## src/rtl/upsample_2x.sv

```systemverilog
// upsample_2x: 2x nearest-neighbour image upsampler with a single line buffer.
// Each pixel is emitted twice; even output rows come from the input, odd rows replay the buffer.
module upsample_2x #(
  parameter int D_W   = 8,
  parameter int IMG_W = 14,
  parameter int IMG_H = 14
) (
  input  logic           clk,
  input  logic           rst,
  input  logic           in_valid,
  output logic           in_ready,
  input  logic [D_W-1:0] in_data,
  output logic           out_valid,
  input  logic           out_ready,
  output logic [D_W-1:0] out_data,
  output logic           out_last,
  output logic           frame_done
);
  localparam int CW = (IMG_W > 1) ? $clog2(IMG_W) : 1;
  localparam int RW = (IMG_H > 1) ? $clog2(IMG_H) : 1;
  typedef enum logic {FILL, REPLAY} state_t;
  state_t         state_q, state_d;
  logic [CW-1:0]  col_q, col_d, col_nx;
  logic [RW-1:0]  row_q, row_d, row_nx;
  logic           dup_q, dup_d, vld_q, vld_d, done_q;
  logic [D_W-1:0] data_q, data_d;
  logic [D_W-1:0] lbuf [IMG_W];
  logic           out_acc, in_acc, pair_done, row_end;
  // col_q is the column of the next pixel to load, so 0 while valid means the held pixel ends the row
  assign col_nx    = (col_q == CW'(IMG_W - 1)) ? '0 : col_q + CW'(1);
  assign row_nx    = (row_q == RW'(IMG_H - 1)) ? '0 : row_q + RW'(1);
  assign out_acc   = vld_q && out_ready;
  assign pair_done = out_acc && dup_q;
  assign row_end   = pair_done && (col_q == '0);
  assign in_ready  = !rst && (state_q == FILL) && (!vld_q || (pair_done && (col_q != '0)));
  assign in_acc    = in_valid && in_ready;
  assign out_valid = vld_q;
  assign out_data  = data_q;
  assign out_last  = vld_q && dup_q && (state_q == REPLAY) && (col_q == '0) && (row_q == RW'(IMG_H - 1));
  assign frame_done = done_q;
  always_comb begin
    state_d = state_q;
    col_d   = col_q;
    row_d   = row_q;
    dup_d   = dup_q;
    vld_d   = vld_q;
    data_d  = data_q;
    if (out_acc) begin
      dup_d = !dup_q;
      vld_d = !dup_q;
    end
    if (in_acc) begin
      vld_d  = 1'b1;
      dup_d  = 1'b0;
      data_d = in_data;
      col_d  = col_nx;
    end
    if (row_end) begin
      state_d = (state_q == FILL) ? REPLAY : FILL;
      row_d   = (state_q == REPLAY) ? row_nx : row_q;
      vld_d   = (state_q == FILL);
      data_d  = (state_q == FILL) ? lbuf[0] : data_q;
      col_d   = (state_q == FILL) ? col_nx : col_q;
    end else if (pair_done && (state_q == REPLAY)) begin
      vld_d  = 1'b1;
      data_d = lbuf[col_q];
      col_d  = col_nx;
    end
  end
  always_ff @(posedge clk or posedge rst) begin
    if (rst) begin
      state_q <= FILL;
      col_q   <= '0;
      row_q   <= '0;
      dup_q   <= 1'b0;
      vld_q   <= 1'b0;
      data_q  <= '0;
      done_q  <= 1'b0;
    end else begin
      state_q <= state_d;
      col_q   <= col_d;
      row_q   <= row_d;
      dup_q   <= dup_d;
      vld_q   <= vld_d;
      data_q  <= data_d;
      done_q  <= out_last && out_ready;
    end
  end
  always_ff @(posedge clk) begin
    if (in_acc) lbuf[col_q] <= in_data;
  end
endmodule
```

## config.mk

```make
export PLATFORM = sky130hd
export DESIGN_NAME = upsample_2x
export DESIGN_NICKNAME = d
export VERILOG_FILES = /design/src/rtl/upsample_2x.sv
export SDC_FILE = /design/constraint.sdc
export NUM_CORES = 1
export LEC_CHECK = 0
export ABC_AREA = 1
export BUFFER_PORTS_ARGS = -buffer_cell sky130_fd_sc_hd__buf_2
export CAP_MARGIN = 40
export CORE_ASPECT_RATIO = 0.75
export CORE_MARGIN = 2
export CORE_UTILIZATION = 40
export CTS_CLUSTER_DIAMETER = 40
export DETAILED_ROUTE_END_ITERATION = 10
export PLACE_DENSITY = 0.57
export REMOVE_ABC_BUFFERS = 1
export SYNTH_ARGS = -nofsm -noshare
export SYNTH_HDL_FRONTEND = slang
export SYNTH_SLANG_ARGS = --single-unit
```

## constraint.sdc

```tcl
create_clock -name clk -period 2.74 [get_ports clk]
set_clock_uncertainty 0.1 [all_clocks]
set_input_delay 0.137 -clock clk [delete_from_list [all_inputs] [get_ports clk]]
set_output_delay 0.137 -clock clk [all_outputs]
set_load 0.1 [all_outputs]
```

==> metrics.yaml <==
place.gp.congestion: 0.870
dpl.hpwl_mm: 9.28
async_flop_share_pct: 15.2
reg2reg_to: "out_data[7]$_DFFE_PP0P_"
switching_share_pct: 39.3
end_kind: "register"
ys_types: 23
finalSetupViolations: 0
crit_path_start_kind: "register"
clk_latency_ns: 0.41
clkSlewWorstSetupHoldPaths_ns: 0.06
pwr-share-seq_pct: 33.8
multi_input_area_mm2: 0.00166
initial_core_util_pct: 40.6
placed_area_mm2: 0.00623
netlist.area_leader.share_pct: 57.6
synth_edf_count: 112
drcViolationCount: 0
maxSlewViolCount: 0
synthTopCellsByCount: "nand2_1, edfxtp_1, nor2_1"
drv_cap: 0
internal_power_mw: 4.46
arrival_ns: 2.40
avgSynthCellArea_um2: 9.66
track_usage_pct: 19.6
placementRows: 38
yosys-top-cells-area: "edfxtp_1, nand2_1, dfrtp_1"
wl_mm: 14.2
insertedDiodeCount: 0
min_path_cells: 1
htree_levels: 4
grt_overflow: 0
root_buffer: "clkbuf_16"
antenna_found_initial: 0
die_area_mm2: 0.0156
ir_drop_uv: 520
combPwrFrac_pct: 33.4
vias: 4214
ys_seq_elements: 132
grt_first_pass_wirelength_mm: 22.3
path_class: "register to register"
holdPathEnd: "lbuf[4][6]$_DFFE_PP_"
firstDrtPassIters: 5
crit_fanout: 16
dpl.cell_count: 825
fin_crit_ns: 2.20
wl_per_cell_um: 16.5
yosys.area.top_type: "edfxtp_1"
instances_no_fill: 859
final_layout_size_suffix_gt1_share_pct: 12.9
syn2layout_area_growth_pct: 17.9
die_w_um: 143
status: "finished, final reports clean"
core_area_mm2: 0.0144
cts_tree: "built"
syn_area_mm2: 0.00583
clk_path_buf_depth: 2
p_switching_mw: 2.89
cts_sinks: 132
slew_headroom_pct: 46.2
reg2reg_from: "col_q[1]$_DFFE_PP0P_"
max_freq_mhz: 455
ios: 24
rsz0062_at_grt: "false"
nNetsFinal: 658
die_h_um: 109
hold_violations: 0
worst_r2r_path_depth: 8
dpl_worst_slack_ns: 0.527
grt_pass1_vias: 4037
finalWorstSetupSlack_ns: 0.540
synthFlopType: "edfxtp_1"
hold_class: "primary input to register"
fin_hold_ws_ns: 0.0439
yosys_warnings: 0
p_per_area_mw_per_mm2: 1070
p_leak_nw: 2.90
fillCellCount: 1362
rrSetupSlack_ns: 0.54
fin_area_mm2: 0.00688
ff_latch_area_mm2: 0.00386
synth_most_common_cell: "nand2_1"
drtIter0Drc: 468
clkPwrFrac_pct: 32.8
antenna_left: 0
postSynthCellCount: 604
routed_via_density: 4.91
ys_seq_area_share_pct: 66.2
grt_max_degree: 33
worstMarginPinSlew_ns: 0.807
period_share_pct: 80.3
cts_buffers: 17
holdCritStartpoint: "in_data[6]"
port_buffers: 23
worstPathRequired_ns: 2.94
per-stage QoR:
| stage | utilization, % | power [mW] | TNS, ns |
|---|---|---|---|
| 4_1_cts | 47.9 | 7.38 | 0 |
| 3_5_place_dp | 43.4 | 4.96 | 0 |
| 2_1_floorplan | - | 4.27 | -79.00 |
| 6_report | 47.9 | 7.35 | 0 |
| 5_1_grt | 47.9 | 7.78 | 0 |
| 3_3_place_gp | 43.4 | 4.94 | 0 |
critical path: stages (launching register included):
cell and delay (ns):
dfrtp_1 0.43, nor2_4 0.31, nand3_1 0.15, nand3_1 0.41, nand2_1 0.18, nand2_4 0.22, inv_2 0.12, nand3_1 0.12
nand2_1 0.05
power groups by stage:
stage	logic [mW]	registers (mW)	clock network [mW]
after floorplan	1.20	3.07	0
after global placement	2.42	2.52	0
after detailed placement	2.44	2.52	0
after CTS	2.45	2.48	2.45
after global routing	2.73	2.51	2.54
final	2.46	2.48	2.41
cell families (layout without fill, tap and decap cells):
| group | count (synthesis) | in the layout | synth area share [%] |
|---|---|---|---|
| flip-flops | 132 | 132 | 66.2 |
| AND/OR/NAND/NOR | 374 | 374 | 26.1 |
| XOR/XNOR | 1 | 1 | 0.150 |
| buffers and inverters | 73 | 128 | 5.32 |
| AO/OA/AOI/OAI | 24 | 24 | 2.17 |
repair_timing:
item                                   in CTS  in global routing
hold buffers                                2                  0
gates resized for setup                     0                  0
endpoints found under the hold margin      21                  0
setup buffers                               0                  0
final cells by class:
cell class	instances	area share [%]
timing repair buffer	45	4.15
sequential	132	56.2
inverter	51	2.78
tap	200	3.64
clock inverter	14	2.91
multi-input combinational	399	24.1
clock buffer	18	6.24
state kept, by name, summed over array words and instances (netlist names):
| signal | count |
|---|---|
| state_q | 1 |
| out_data | 8 |
| row_q | 4 |
| col_q | 4 |
| lbuf | 112 |
| dup_q | 1 |
| frame_done | 1 |
| out_valid | 1 |
routing by layer:
| layer | GRT usage [%] | vias to the layer above | wire length (um) |
|---|---|---|---|
| li1 | - | 2036 | - |
| met3 | 5.23 | 28 | 1070 |
| met5 | 0 | - | 0 |
| met1 | 29.1 | 2011 | 6910 |
| met2 | 27.4 | 139 | 5880 |
| met4 | 7.56 | 0 | 355 |
how the worst max path moves through the flow:
stage | start | end | cells past startpoint
floorplan | col_q[0]$_DFFE_PP0P_ | lbuf[0][0]$_DFFE_PP_ | 4
CTS | col_q[1]$_DFFE_PP0P_ | out_data[0]$_DFFE_PP0P_ | 8
detailed placement | col_q[1]$_DFFE_PP0P_ | out_data[0]$_DFFE_PP0P_ | 8
global placement | col_q[1]$_DFFE_PP0P_ | out_data[0]$_DFFE_PP0P_ | 8
finish | col_q[1]$_DFFE_PP0P_ | out_data[7]$_DFFE_PP0P_ | 8
global route | col_q[1]$_DFFE_PP0P_ | out_data[7]$_DFFE_PP0P_ | 8
layout by cell type, fill, tap and decap left out, types with 2 or more instances in the layout:
master	n
nor2_1	65
nor2_4	4
inv_1	49
nand3_1	41
a21oi_1	5
clkinvlp_4	3
dlygate4sd3_1	2
inv_2	2
buf_2	23
nor3_1	10
clkinv_4	3
nand2_1	249
clkbuf_16	17
o21ai_1	5
dfrtp_1	19
o21a_1	2
nand2_4	3
o21ai_0	11
inv_6	3
edfxtp_1	112
buf_4	20
bufinv_16	4
Note: power is estimated with default switching activity, not from simulation.
